<file path="config.mk">
export PLATFORM = sky130hd
export DESIGN_NAME = sdram_init_seq
export DESIGN_NICKNAME = d
export VERILOG_FILES = /design/src/rtl/sdram_init_seq.sv
export SDC_FILE = /design/constraint.sdc
export NUM_CORES = 1
export LEC_CHECK = 0
export ABC_CLOCK_PERIOD_IN_PS = 4600
export CAP_MARGIN = 30
export CORE_AREA = 3 3 62 52
export CTS_CLUSTER_DIAMETER = 40
export DETAILED_ROUTE_END_ITERATION = 6
export DIE_AREA = 0 0 65 55
export PLACE_DENSITY = 0.77
export SYNTH_ARGS = -nofsm -noshare
export SYNTH_HDL_FRONTEND = slang
export SYNTH_SLANG_ARGS = --single-unit
</file>
<file path="constraint.sdc">
create_clock -name sdram_clk -period 4.6 [get_ports sdram_clk]
set_input_delay 0.46 -clock sdram_clk [delete_from_list [all_inputs] [get_ports sdram_clk]]
set_output_delay 0.46 -clock sdram_clk [all_outputs]
set_load 0.05 [all_outputs]
</file>
<file path="src/rtl/sdram_init_seq.sv">
// SDR SDRAM power-up command sequencer: CKE, PRECHARGE ALL, REF_NUM x AUTO REFRESH, LOAD MODE, then INIT_DONE.
// Optional SDRAM_INIT_EMR_EN adds a SET_MODE-gated extended mode register load (BA=2'b10) before INIT_DONE.
module sdram_init_seq #(
    parameter int ADDR_W = 13,
    parameter int BA_W = 2,
    parameter int T_RP = 3,
    parameter int T_RFC = 8,
    parameter int T_MRD = 2,
    parameter int REF_NUM = 8,
    parameter logic [ADDR_W-1:0] MODE_REG = 13'h037,
    parameter logic [ADDR_W-1:0] EMR_VAL = 13'h000
) (
    input  logic              sdram_clk,
    input  logic              sdram_rst,
    input  logic              PAA,
    input  logic              SET_MODE,
    output logic              CKE,
    output logic              CS_N,
    output logic              RAS_N,
    output logic              CAS_N,
    output logic              WE_N,
    output logic [BA_W-1:0]   BA,
    output logic [ADDR_W-1:0] ADDR,
    output logic              INIT_DONE
);

    // {CS_N, RAS_N, CAS_N, WE_N}
    localparam logic [3:0] CMD_NOP = 4'b0111;
    localparam logic [3:0] CMD_PRE = 4'b0010;
    localparam logic [3:0] CMD_REF = 4'b0001;
    localparam logic [3:0] CMD_LMR = 4'b0000;

    localparam logic [7:0] RP_LD  = 8'(T_RP - 1);
    localparam logic [7:0] RFC_LD = 8'(T_RFC - 1);
    localparam logic [7:0] MRD_LD = 8'(T_MRD - 1);
    localparam logic [3:0] REF_N  = 4'(REF_NUM);

    typedef enum logic [3:0] {
        S_IDLE,
        S_PRE,
        S_WAIT_RP,
        S_WAIT_RFC,
        S_WAIT_SET,
        S_LMR,
        S_WAIT_MRD,
`ifdef SDRAM_INIT_EMR_EN
        S_WAIT_SET_EMR,
        S_EMR,
        S_WAIT_EMRD,
`endif
        S_DONE
    } state_t;

    state_t            state_q, state_nxt;
    logic [7:0]        wait_q, wait_nxt;
    logic [3:0]        ref_q, ref_nxt;
    logic [3:0]        cmd_q, cmd_nxt;
    logic [BA_W-1:0]   ba_nxt;
    logic [ADDR_W-1:0] addr_nxt;
    logic              cke_nxt, done_nxt;

    always_ff @(posedge sdram_clk or posedge sdram_rst) begin
        if (sdram_rst) begin
            state_q   <= S_IDLE;
            wait_q    <= '0;
            ref_q     <= '0;
            cmd_q     <= CMD_NOP;
            BA        <= '0;
            ADDR      <= '0;
            CKE       <= 1'b0;
            INIT_DONE <= 1'b0;
        end else begin
            state_q   <= state_nxt;
            wait_q    <= wait_nxt;
            ref_q     <= ref_nxt;
            cmd_q     <= cmd_nxt;
            BA        <= ba_nxt;
            ADDR      <= addr_nxt;
            CKE       <= cke_nxt;
            INIT_DONE <= done_nxt;
        end
    end

    assign {CS_N, RAS_N, CAS_N, WE_N} = cmd_q;

    // A wait state issues the next command on the same edge its counter reads zero,
    // so command-to-command spacing equals T_x exactly.
    always_comb begin
        state_nxt = state_q;
        wait_nxt  = (wait_q != 8'd0) ? wait_q - 8'd1 : wait_q;
        ref_nxt   = ref_q;
        cmd_nxt   = CMD_NOP;
        ba_nxt    = '0;
        addr_nxt  = '0;
        cke_nxt   = CKE;
        done_nxt  = INIT_DONE;
        case (state_q)
            S_IDLE: begin
                if (PAA) begin
                    cke_nxt   = 1'b1;
                    state_nxt = S_PRE;
                end
            end
            S_PRE: begin
                cmd_nxt      = CMD_PRE;
                addr_nxt[10] = 1'b1;
                wait_nxt     = RP_LD;
                state_nxt    = S_WAIT_RP;
            end
            S_WAIT_RP, S_WAIT_RFC: begin
                if (wait_q == 8'd0) begin
                    if (state_q == S_WAIT_RP || ref_q < REF_N) begin
                        cmd_nxt   = CMD_REF;
                        wait_nxt  = RFC_LD;
                        ref_nxt   = ref_q + 4'd1;
                        state_nxt = S_WAIT_RFC;
                    end else if (SET_MODE) begin
                        cmd_nxt   = CMD_LMR;
                        addr_nxt  = MODE_REG;
                        wait_nxt  = MRD_LD;
                        state_nxt = S_WAIT_MRD;
                    end else begin
                        state_nxt = S_WAIT_SET;
                    end
                end
            end
            S_WAIT_SET: begin
                if (SET_MODE) state_nxt = S_LMR;
            end
            S_LMR: begin
                cmd_nxt   = CMD_LMR;
                addr_nxt  = MODE_REG;
                wait_nxt  = MRD_LD;
                state_nxt = S_WAIT_MRD;
            end
`ifdef SDRAM_INIT_EMR_EN
            S_WAIT_MRD: begin
                if (wait_q == 8'd0) begin
                    if (SET_MODE) begin
                        cmd_nxt   = CMD_LMR;
                        ba_nxt    = BA_W'(2'b10);
                        addr_nxt  = EMR_VAL;
                        wait_nxt  = MRD_LD;
                        state_nxt = S_WAIT_EMRD;
                    end else begin
                        state_nxt = S_WAIT_SET_EMR;
                    end
                end
            end
            S_WAIT_SET_EMR: begin
                if (SET_MODE) state_nxt = S_EMR;
            end
            S_EMR: begin
                cmd_nxt   = CMD_LMR;
                ba_nxt    = BA_W'(2'b10);
                addr_nxt  = EMR_VAL;
                wait_nxt  = MRD_LD;
                state_nxt = S_WAIT_EMRD;
            end
            S_WAIT_EMRD: begin
                if (wait_q == 8'd0) begin
                    done_nxt  = 1'b1;
                    state_nxt = S_DONE;
                end
            end
`else
            S_WAIT_MRD: begin
                if (wait_q == 8'd0) begin
                    done_nxt  = 1'b1;
                    state_nxt = S_DONE;
                end
            end
`endif
            S_DONE: begin
                cke_nxt  = 1'b1;
                done_nxt = 1'b1;
            end
            default: state_nxt = S_IDLE;
        endcase
    end

endmodule

</file>
# Yosys cells after proc, flatten, opt, wreduce, memory -nomap -nowiden
# Index checks and enable logic that the tools add are counted.
# classes
n_reduce_logical	11
n_addsub	2
eq_ne	11
muxes	26
n_bitwise	1
order_cmp	1
# ops
op	count
$mux 8	4
$pmux 4 s7	1
$pmux 8 s3	1
$mux 4	5
$mux 6	3
$eq 4x3->1 const B	4
$pmux 6 s2	1
$mux 3	3
$pmux 3 s3	1
$eq 4x2->1 const B	2
$logic_not 8->1	1
$ne 2x2->1 const B	4
$reduce_bool 8->1	1
$sub 8x1->8 const B	1
$pmux 1 s2	3
$reduce_and 5->1	1
$add 4x1->4 const B	1
$eq 4x1->1 const B	1
$logic_not 4->1	1
$lt 4x4->1 const B	1
$mux 2	2
$reduce_and 2->1	2
$reduce_bool 2->1	2
$reduce_and 3->1	1
other kinds (4)	5
# word_totals
input_bits	4
output_inout_bits	21
reg_bits	35
elab_cells	59

# Logic depth before layout (Yosys ltp)
# depth
word_depth	6
depth_mapped	7
depth_no_buf	6

# Least setup slack after synthesis
# No wires, ideal clock.
# synth_timing
kind	register to register
start	register wait_q[0]
end	register state_q[1]
path_buffers	0
arrival_time_ns	2.147
stages_incl_launch_ff	7
setup_ns	0.119
setup_slack_ns	2.335
path_cell_list	dfrtp_1 inv_1 ha_1 or4b_4 or4_4 or4_1 o21a_1
# synth_between
elab_chain_len	3
# synth_rtl
item	line_no	rtl
from (decl)	55	logic [7:0] wait_q, wait_nxt;
from (signal assigned)	74	wait_q <= wait_nxt;
$logic_not 8->1 *	111, 168	
$ne 2x2->1 (no line)	n/a	
$reduce_and 5->1 (no line) *	n/a	
to (signal assigned)	73	state_q <= state_nxt;
to (decl)	54	state_t state_q, state_nxt;
# Every way passes the cells marked *; elsewhere a longest branch is shown, timed or not.
# A chain may end at the register's enable or synchronous reset.

# Worst setup path in the final report
# layout_timing
start	register wait_q[1]
end	register state_q[1]
# The elaborated chain is that of the path after synthesis.

==> summary.md <==
| Metric | Value |
|---|---|
| Status | `finished clean` |
| Data arrival, critical path | `2.70 ns` |
| Die footprint | `3575 um^2` |
| Sequential cell area | `~550 um^2` |
| Wire length per cell | `12.03 um` |
| Largest net degree at the start of global routing | `23` |
| Ant. Diodes | `0` |
| Total track usage | `about 13%` |
| WL final | `1997 um` |
| Initial core utilization | `~43%` |
| Met1 global-route usage | `between 10% and 20%` |
| Resize count post-CTS | `0` |
| Synthesized area | `1171 um^2` |
| Post-route minimum period | `~2.5 ns` |
| Final std cells w/o fill | `166` |
| Count of final setup violators | `0` |
| Post-synth EDFFs | `0` |
| Via count | `roughly 830` |
| I/O pin total | `25` |
| Clock transition at path regs | `0.11 ns` |
| Row cnt | `17` |
| DRC viols | `0` |
| Yosys Warn Count | `0` |
| Root Driver | `clkbuf_4` |
| Critical-path maximum fanout | `13` |
| Share of cells above drive strength 1 | `8.594%` |
| Post-Synthesis Cells | `120` |
| DP Wirelength | `1452 um` |
| Cell variety after synth | `32` |
| Worst min path class | `register to register` |
| Num CTS Buffers | `3` |
| Initial drt markers | `18` |
| Place WS | `2.124 ns` |
| GR met3 Demand/Resource | `3.232%` |
| CTS hold repair buffers | `0` |
| CTS tree | `yes` |
| Fin crit share | `between 50% and 60%` |
| Post-DRT Antenna Nets | `0` |
| Overflow after GRT | `0` |
| Chip Height | `between 50 and 60 um` |
| PnR worst setup slack | `about 2.1 ns` |
| Nets@finish | `~140` |
| Number of synthesized register bits | `22` |
| Vias in the first global route | `roughly 720` |
| Initial antenna violation count | `0` |
| CTS sink count | `22` |
| H-tree levels | `1` |
| Placed Area | `1265 um^2` |
| Via-to-Cell Ratio | `between 5 and 6` |
| Final Hold Fails | `0` |
| Fin Setup TNS | `0 ns` |
| Sequential cell area fraction in the yosys report | `47.33%` |
| TritonRoute pass-1 iters | `4` |
| Final Skew | `0.009111 ns` |
| Fillers | `260` |
| RePlAce Congestion | `0.8326` |
| CP endpoint kind | `register` |
| Post-synthesis async set-or-reset flop share | `100.0%` |
| Grt met2 use | `20.54%` |
| Core Area | `2701 um^2` |
| Worst skew pair latency | `a little over 0.3 ns` |
| Slew headroom | `a little under half` |
| Maxcap violations | `0` |
| Reg2reg end | `state_q[1]` |
| F_max | `roughly 0.4 GHz` |
| PortBufs | `14` |
| Pins Over Slew Limit | `0` |
| Critical Path Source | `wait_q[1]` |
| Crit path launch type | `register` |
| Power per standard cell area | `443.7 nW/um^2` |
| Finished Cell Area | `1301 um^2` |
| Max Root-Sink Buffers | `2` |
| Postcts setup bufs | `0` |
| First-pass GRT wire length | `3381 um` |
| Reg-to-reg slack, setup | `~2.1 ns` |
| Worst r2r path cells | `6` |
| Die Span X | `65 um` |
| Most used flip-flop cell after synthesis | `dfrtp_1` |
| P_leak | `~0.56 nW` |
| Worst vdd ir | `268.5 uV` |
| Crit path kind | `register to register` |
| Multi-input gate area | `508.0 um^2` |
| GR peak layer | `met2` |
| Worst setup endpoint | `state_q[1]` |
| Synthesis-to-layout area growth | `11.11%` |
| Reg2reg start | `wait_q[1]` |
| Post-Syn Area per Cell | `just under 10 um^2` |
| Critical Path RT | `4.81 ns` |
| Unrepaired setup endpoints after global routing | `no` |
| Worst Max-Slew Pin Slew | `0.8049 ns` |
| Dpl cells | `between 150 and 200` |
[layout by cell type, fill, tap and decap left out]
cell,n
dfrtp_1,19
clkdlybuf4s50_1,14
nor2_1,12
conb_1,10
nand2_1,9
a21oi_1,7
nor3_1,7
nand3_1,5
xor2_1,5
inv_1,4
o21ai_0,3
clkbuf_4,3
dfstp_2,3
o21bai_1,2
nand2b_1,2
xnor2_1,2
or4_1,2
o21a_1,2
o31ai_1,2
ha_1,2
or4b_4,1
or4_4,1
and2_1,1
mux2_2,1
o41ai_4,1
o22ai_1,1
o221ai_1,1
nor2b_1,1
or3_1,1
a221o_1,1
o32ai_1,1
a31oi_1,1
clkbuf_8,1
[layer usage]
layer  routed length, um  share of wire (%)
met3                  90                4.5
met1                 937                 47
met2                 931                 47
met5                   0                  0
met4                  38                1.9
[cells by family (layout without fill, tap and decap cells)]
logic type	Yosys count	in the layout	share of synthesized area, %
multiplexers	1	1	0.9615
AND/OR/NAND/NOR	42	42	17.95
buffers and inverters	23	22	12.18
adder cells (fa/ha/maj)	2	2	2.136
flip-flops	22	22	47.33
other	1	10	0.3202
AO/OA/AOI/OAI	22	22	13.89
XOR/XNOR	7	7	5.235
[worst min-delay path by stage]
stage                to      from  depth (start not counted)
5_1_grt        ref_q[2]  ref_q[2]                          1
2_1_floorplan  ref_q[2]  ref_q[2]                          1
4_1_cts             CKE       CKE                          2
6_report            CKE       CKE                          2
3_5_place_dp        CKE       CKE                          2
3_3_place_gp        CKE       CKE                          2
[registers in the layout, summed over array words and instances, names as in the netlist]
name / count
ADDR: 2
CKE: 1
INIT_DONE: 1
cmd_q: 3
ref_q: 4
state_q: 3
wait_q: 8
[metrics by stage]
step	util (%)	hold slack [ns]	total power [mW]
floorplan	-	0.4424	0.4437
global placement	46.83	0.4560	0.4672
detailed placement	46.83	0.4695	0.4775
CTS	48.17	0.4967	0.5827
global route	48.17	0.5224	0.6216
finish	48.17	0.4930	0.5773
[Yosys cell counts, types with 3 or more instances]
library cell	n	area [um^2]
a21oi_1	7	35.03
buf_4	15	112.6
clkbuf_1	4	15.01
dfrtp_1	19	475.5
dfstp_2	3	78.83
inv_1	4	15.01
nand2_1	9	33.78
nand3_1	5	25.02
nor2_1	12	45.04
nor3_1	7	35.03
o21ai_0	3	15.01
xor2_1	5	43.79
[layout make-up]
cell class,count,share of cell area [%]
Clock buffer,4,2.788
Inverter,4,1.154
Multi-Input combinational cell,84,39.04
Sequential cell,22,42.60
Tap cell,38,3.654
Timing Repair Buffer,14,10.77
[where the power goes]
| group | switching [mW] | leakage [nW] | internal [mW] |
|---|---|---|---|
| sequential | 0.0697 | 0.264 | 0.246 |
| clock | 0.0542 | 0.0210 | 0.0484 |
| combinational | 0.0905 | 0.279 | 0.0682 |
| total | 0.214 | 0.564 | 0.363 |
[worst max-delay path, cell delays in order, from the launching register on]
cell and delay (ns):
dfrtp_1 0.45, inv_1 0.09, ha_1 0.19, or4b_4 0.52
or4_4 0.53, or4_1 0.50, o21a_1 0.12
No activity file was read; power rests on OpenSTA's default activity.
